===== src/rtl/ram_arbiter.sv =====
// Two-port arbiter and access sequencer in front of a single-port synchronous RAM
// with a 1-cycle registered read. One access at a time; round-robin or fixed priority.
module ram_arbiter #(
    parameter int ADDR_WIDTH = 16,
    parameter int DATA_WIDTH = 32,
    parameter int ARB_MODE   = 0
) (
    input  logic                  clk,
    input  logic                  rst_n,
    input  logic                  req0,
    input  logic                  req1,
    input  logic                  we0,
    input  logic                  we1,
    input  logic [ADDR_WIDTH-1:0] addr0,
    input  logic [ADDR_WIDTH-1:0] addr1,
    input  logic [DATA_WIDTH-1:0] wdata0,
    input  logic [DATA_WIDTH-1:0] wdata1,
    output logic                  gnt0,
    output logic                  gnt1,
    output logic                  rvalid0,
    output logic                  rvalid1,
    output logic [DATA_WIDTH-1:0] rdata0,
    output logic [DATA_WIDTH-1:0] rdata1,
    output logic                  busy,
    output logic                  ram_we,
    output logic                  ram_re,
    output logic [ADDR_WIDTH-1:0] ram_addr,
    output logic [DATA_WIDTH-1:0] ram_wdata,
    input  logic [DATA_WIDTH-1:0] ram_rdata
);

    typedef enum logic [1:0] {
        IDLE   = 2'd0,
        ACCESS = 2'd1,
        RESP   = 2'd2
    } state_t;

    state_t                state_q,      state_d;
    logic                  owner_q,      owner_d;
    logic                  last_owner_q, last_owner_d;
    logic                  cmd_we_q,     cmd_we_d;
    logic [ADDR_WIDTH-1:0] cmd_addr_q,   cmd_addr_d;
    logic [DATA_WIDTH-1:0] cmd_wdata_q,  cmd_wdata_d;
    logic                  rvalid0_q,    rvalid0_d;
    logic                  rvalid1_q,    rvalid1_d;
    logic [DATA_WIDTH-1:0] rdata0_q,     rdata0_d;
    logic [DATA_WIDTH-1:0] rdata1_q,     rdata1_d;

    logic win;

    // Winner is only consumed in IDLE with at least one request present.
    always_comb begin
        win = 1'b0;
        if (ARB_MODE == 1) begin
            win = !req0;
        end else if (req0 && req1) begin
            win = !last_owner_q;
        end else begin
            win = req1;
        end
    end

    always_comb begin
        state_d      = state_q;
        owner_d      = owner_q;
        last_owner_d = last_owner_q;
        cmd_we_d     = cmd_we_q;
        cmd_addr_d   = cmd_addr_q;
        cmd_wdata_d  = cmd_wdata_q;
        rvalid0_d    = 1'b0;
        rvalid1_d    = 1'b0;
        rdata0_d     = rdata0_q;
        rdata1_d     = rdata1_q;
        case (state_q)
            IDLE: begin
                if (req0 || req1) begin
                    owner_d      = win;
                    last_owner_d = win;
                    cmd_we_d     = win ? we1 : we0;
                    cmd_addr_d   = win ? addr1 : addr0;
                    cmd_wdata_d  = win ? wdata1 : wdata0;
                    state_d      = ACCESS;
                end
            end
            ACCESS: begin
                state_d = cmd_we_q ? IDLE : RESP;
            end
            RESP: begin
                if (owner_q) begin
                    rdata1_d  = ram_rdata;
                    rvalid1_d = 1'b1;
                end else begin
                    rdata0_d  = ram_rdata;
                    rvalid0_d = 1'b1;
                end
                state_d = IDLE;
            end
            default: begin
                state_d = IDLE;
            end
        endcase
    end

    always_ff @(posedge clk or negedge rst_n) begin
        if (!rst_n) begin
            state_q      <= IDLE;
            owner_q      <= 1'b0;
            last_owner_q <= 1'b1;
            cmd_we_q     <= 1'b0;
            cmd_addr_q   <= '0;
            cmd_wdata_q  <= '0;
            rvalid0_q    <= 1'b0;
            rvalid1_q    <= 1'b0;
            rdata0_q     <= '0;
            rdata1_q     <= '0;
        end else begin
            state_q      <= state_d;
            owner_q      <= owner_d;
            last_owner_q <= last_owner_d;
            cmd_we_q     <= cmd_we_d;
            cmd_addr_q   <= cmd_addr_d;
            cmd_wdata_q  <= cmd_wdata_d;
            rvalid0_q    <= rvalid0_d;
            rvalid1_q    <= rvalid1_d;
            rdata0_q     <= rdata0_d;
            rdata1_q     <= rdata1_d;
        end
    end

    // Everything below decodes registered state only, so reset clears the RAM
    // enables immediately and no request input reaches an output combinationally.
    assign gnt0      = (state_q == ACCESS) && !owner_q;
    assign gnt1      = (state_q == ACCESS) && owner_q;
    assign ram_we    = (state_q == ACCESS) && cmd_we_q;
    assign ram_re    = (state_q == ACCESS) && !cmd_we_q;
    assign ram_addr  = cmd_addr_q;
    assign ram_wdata = cmd_wdata_q;
    assign busy      = (state_q != IDLE);
    assign rvalid0   = rvalid0_q;
    assign rvalid1   = rvalid1_q;
    assign rdata0    = rdata0_q;
    assign rdata1    = rdata1_q;

    a_gnt_excl: assert property (@(posedge clk) disable iff (!rst_n) !(gnt0 && gnt1));
    a_rvalid_excl: assert property (@(posedge clk) disable iff (!rst_n) !(rvalid0 && rvalid1));
    a_ram_en_excl: assert property (@(posedge clk) disable iff (!rst_n) !(ram_we && ram_re));
    a_gnt_has_en: assert property (@(posedge clk) disable iff (!rst_n) ((gnt0 || gnt1) == (ram_we || ram_re)));

endmodule

===== config.mk =====
export PLATFORM = sky130hd
export DESIGN_NAME = ram_arbiter
export DESIGN_NICKNAME = d
export VERILOG_FILES = /design/src/rtl/ram_arbiter.sv
export SDC_FILE = /design/constraint.sdc
export NUM_CORES = 1
export LEC_CHECK = 0
export CAP_MARGIN = 20
export CORE_MARGIN = 2
export CORE_UTILIZATION = 33
export DETAILED_ROUTE_END_ITERATION = 7
export PLACE_DENSITY = 0.82
export SLEW_MARGIN = 10
export SYNTH_ARGS = -nofsm -noshare
export SYNTH_HDL_FRONTEND = slang
export SYNTH_SLANG_ARGS = --single-unit

===== constraint.sdc =====
create_clock -name clk -period 1.3 [get_ports clk]
set_input_delay 0.195 -clock clk [delete_from_list [all_inputs] [get_ports clk]]
set_output_delay 0.195 -clock clk [all_outputs]
set_load 0.01 [all_outputs]

* After elaboration in Yosys (flattened, before gate mapping)
Cells that the tools add are included.
** Word-level totals
- Memories :: 0
- ROM bits :: 0
- Logic and storage cells :: 39
- Output and inout bits :: 119
- Input port bits :: 134
- Bits in writable memories :: 0
- Flip-flop bits (word level) :: 119
- Latch bits :: 0
** Cells by class
- Reductions and logical operators :: 14
- Magnitude comparators :: 0
- Eq/ne operators :: 3
- Bitwise logic cells :: 1
- Div/mod/pow operators :: 0
- $mul :: 0
- $add $sub $neg :: 0
- Shifts and indexed selects :: 0
- Muxes and demuxes :: 11
** Operator list (count)
- two-way mux 32 bit :: 1
- two-way mux 16 bit :: 1
- two-way mux 1 bit :: 6
- AND reduction 2 bit :: 3
- logical AND 1 bit :: 5
- two-way mux 2 bit :: 2
- one-hot mux 2 bit (2 select lines) :: 1
- logical NOT 1 bit :: 3
- equality test 2 x 1 -> 1 bit (second input constant) :: 1
- equality test 2 bit (second input constant) :: 1
- logical NOT 2 bit :: 1
- inequality test 2 bit (second input constant) :: 1
- nonzero test 2 bit :: 1
- logical OR 1 bit :: 1
- inverter 1 bit :: 1

* Logic depth before layout (Yosys ltp)
- Depth in word-level cells :: 3
- Mapped depth :: 6
- Gate-level depth less buffers :: 3

* Least setup slack after synthesis
OpenSTA, ideal clock, no wires.
- Path type :: flip-flop to flip-flop
- Start :: register state_q[0]
- End :: register rdata0_q[10], in the netlist rdata0[10]
- Library setup time :: 125 ps
- Period minus slack after synthesis :: 1403 ps
- Cell stages (with the launch flop) :: 4
- Data required time :: 1175 ps
- Path slack :: -103 ps
- Path buffers :: 1
- Arrival :: 1278 ps
- Cell sequence :: dfrtp_1 nor3b_2 buf_4 mux2_2
** On the way
- Longest elaborated chain between the ends :: 2
** RTL lines
- from (decl) :: line 38 : state_t state_q, state_d;
- from (signal assigned) :: line 117 : state_q <= state_d;
- equality test 2 bit :: line 74 : case (state_q)
- AND reduction 2 bit (no source line)
- to (signal assigned) :: line 125 : rdata0_q <= rdata0_d;
- to (decl) :: line 46 : logic [DATA_WIDTH-1:0] rdata0_q, rdata0_d;
Every way passes these cells.
A chain may end at the register's enable or synchronous reset.

* Final worst setup path
- Start :: register state_q[1]
- End :: register cmd_wdata_q[8], in the netlist ram_wdata[8]
** On the way
- Longest elaborated chain between the ends :: 2
** RTL lines
- logical NOT 2 bit :: line 74
- AND reduction 2 bit (no source line)
- to (signal assigned) :: line 122 : cmd_wdata_q <= cmd_wdata_d;
- to (decl) :: line 43 : logic [DATA_WIDTH-1:0] cmd_wdata_q, cmd_wdata_d;
Every way passes these cells.

==> results.toml <==
[worst_setup_path]
end_kind = "register"
critPathLaunchType = "register"
r2r_setup_slack_ns = -0.25
cp_common_cell = "buf_12"
cp_slowest_stage_delay_ns = 0.40
r2r_cells = 7
arrival_ns = 1.88
r2r_end = "ram_wdata[8]"
crit_type = "register to register"
critPathRequiredTime_ns = 1.63
path_cells = "or2_4, buf_12, nor2_8, buf_12, buf_12, buf_12, a2bb2oi_2"
r2r_start = "state_q[1]"
crit_slowest_cell = "dfrtp_1"
crit_fanout = 8

[clock_tree]
cts-root-buf = "clkbuf_16"
cts_tree = "built"
ctsLongestPathBuffers = 2
htreeDepth = 4
worst_skew_pair.late_latency_ns = 0.41
clkTransAtPathRegs_ns = 0.05
cts.sinks = 119
numCtsBuffers = 17

[placed_design]
dp_cells = 806
gp_congestion = 0.8298
port_buffers = 252
preCtsSetupSlack_ns = -0.4379
dp_hpwl_mm = 11.34

[sta]
rsz0062_at_grt = "true"
finalSetupTns_ns = -17.93
fin_crit_sh_pct = 119.1
fin_crit_ns = 1.548
slew_violations = 0
timing_hold_violations_final = 0
clock_skew_ns = 0.01087
max_freq_ghz = 0.6461
hold_slack_ns = 0.1682
setup_viol = 121
relSlewSlack_pct = 74.87
setup_ws_ns = -0.2477
tightest_slew_ns = 0.3760

[pwr]
p_per_area_nw_per_um2 = 2523
finalPower_uw = 24150
p_leak_uw = 0.004053
vdd_ir_drop_max_mv = 1.188

[hold_path]
holdCritPathClass = "input port to asynchronous set/reset pin"

[final_layout]
syn2layout_area_growth_pct = 91.54
drive_above_1_share_pct = 38.34
nets = 796
finalNonFillerCells = 858

[logic_synthesis]
synth_top_area_share_pct = 59.09
synth.largest_area_cell = "dfrtp_1"
synth_area_leaders = "dfrtp_1, mux2_2, a2bb2oi_1, a211oi_1, nand2_1"
synth_area_per_cell_um2 = 13.15
seq_area_frac_synth_pct = 59.61
ys_types = 22
syn-num-nets = 514
synth_edf_count = 0
synthFlopType = "dfrtp_1"
yosysMostFrequentCell = "dfrtp_1"
synth_commonest_cells = "dfrtp_1, mux2_2, a211oi_1, a2bb2oi_1, nand2_1"
syn_area_um2 = 4997
yosysWarnings = 0
async_flop_share_pct = 100.0
synthCells = 380
synth_seq_cells = 119

[global_route]
grtUsageTotal_pct = 23.04
overflow = 0
gr-max-usage-layer = "met2"
met1_usage_pct = 26.03
grt_pass1_wl_mm = 28.79
antenna_found_initial = 1
grt_pass1_vias = 5115
gr-usage-met3_pct = 9.087
grtUsageMet2_pct = 39.75
grt_max_degree = 60

[detailed_routing]
wl_mm = 18.54
drt_first_pass_iters = 4
viasPerCell = 5.223
drc_errors = 0
drt.antenna.violating_nets = 0
avgRoutedWirePerCell_um = 21.61
drtIter0Drc = 191
vias = 4481

[outcome]
status = "finished, violations left"
violations = "setup timing"

[die]
std_cell_rows = 44
core-area_um2 = 14640
ioPinCount = 253
fp.dieW_um = 127.1
fp.dieH_um = 127.1
initial_core_util_pct = 34.13
die_area_um2 = 16140

[flow_run]
max_cap_violations = 0
layer usage:
metal  up-vias  wire [µm]
met3        15       1787
met4         0        246
met1      2272       7177
met5         -          0
met2       229       9333
li1       1965          -
power by group:
| part | internal [µW] | switching, µW | leakage, µW | total [µW] |
|---|---|---|---|---|
| Clock | 2940 | 1630 | 0.000278 | 4570 |
| Combinational | 7380 | 5230 | 0.00239 | 12600 |
| Sequential | 5630 | 1340 | 0.00138 | 6970 |
cell type report:
type,instances,area (µm²)
fill,1014,5072
multi-input combinational,225,2606
clock buffer,22,474.2
tap,184,230.2
clock inverter,8,98.84
sequential,119,2980
antenna,1,2.502
inverter,3,11.26
timing repair buffer,296,3168
metrics by stage:
step / util, % / area (µm²)
6_report: 65.36 / 9572
5_1_grt: 65.36 / 9572
4_1_cts: 64.49 / 9444
3_5_place_dp: 54.37 / 7961
3_3_place_gp: 54.37 / 7961
2_1_floorplan: - / 5101
what timing repair did:
item / in CTS / in global routing
gates cloned: 6 / 2
endpoints found under the setup margin: 234 / 184
setup buffers: 15 / 1
hold buffers: 1 / 0
gates resized for setup: 329 / 92
pin swaps: 2 / 1
hold endpoints to repair: 119 / 0
cells in the final DEF (no fill, tap or decap), types with 4 or more instances in the layout:
master / n
clkdlybuf4s15_1: 103
clkbuf_2: 6
mux2_2: 29
a211oi_4: 7
a211oi_2: 41
dfrtp_1: 117
a2bb2oi_2: 47
nand2_1: 48
buf_6: 13
buf_2: 4
clkbuf_16: 19
clkdlybuf4s50_1: 132
mux2_4: 35
buf_12: 18
buf_4: 10
critical path, delay by kind of cell, from the launching register on:
family	cells	cell delay, ns
buffers and inverters	4	0.51
DFF	1	0.40
and+or+nand+nor	2	0.40
AOI/OAI and AO/OA	1	0.14
state kept, by name (all words and copies together), names as in the netlist:
name          flops
last_owner_q      1
rdata1           32
rvalid0           1
rvalid1           1
ram_wdata        32
cmd_we_q          1
rdata0           32
state_q           2
owner_q           1
ram_addr         16
kinds of logic (layout without fill, tap and decap cells):
group	Yosys count	count (layout)	synth area share, %
compound gates	98	98	16.05
buf+inv	36	329	3.831
flops	119	119	59.61
mux	68	68	15.25
other cells	0	1	0
simple gates	59	59	5.258
how the worst max path moves through the flow:
stage | slack [ns] | depth (start not counted) | start | end
floorplan | -0.06 | 3 | state_q[0] | rdata0[10]
global placement | -0.38 | 5 | req0 | ram_addr[5]
detailed placement | -0.44 | 5 | req0 | ram_addr[5]
CTS | -0.23 | 4 | state_q[0] | rdata0[16]
global route | -0.29 | 4 | state_q[0] | rdata0[16]
finish | -0.25 | 7 | state_q[1] | ram_wdata[8]
(Power assumes the default switching activity.)
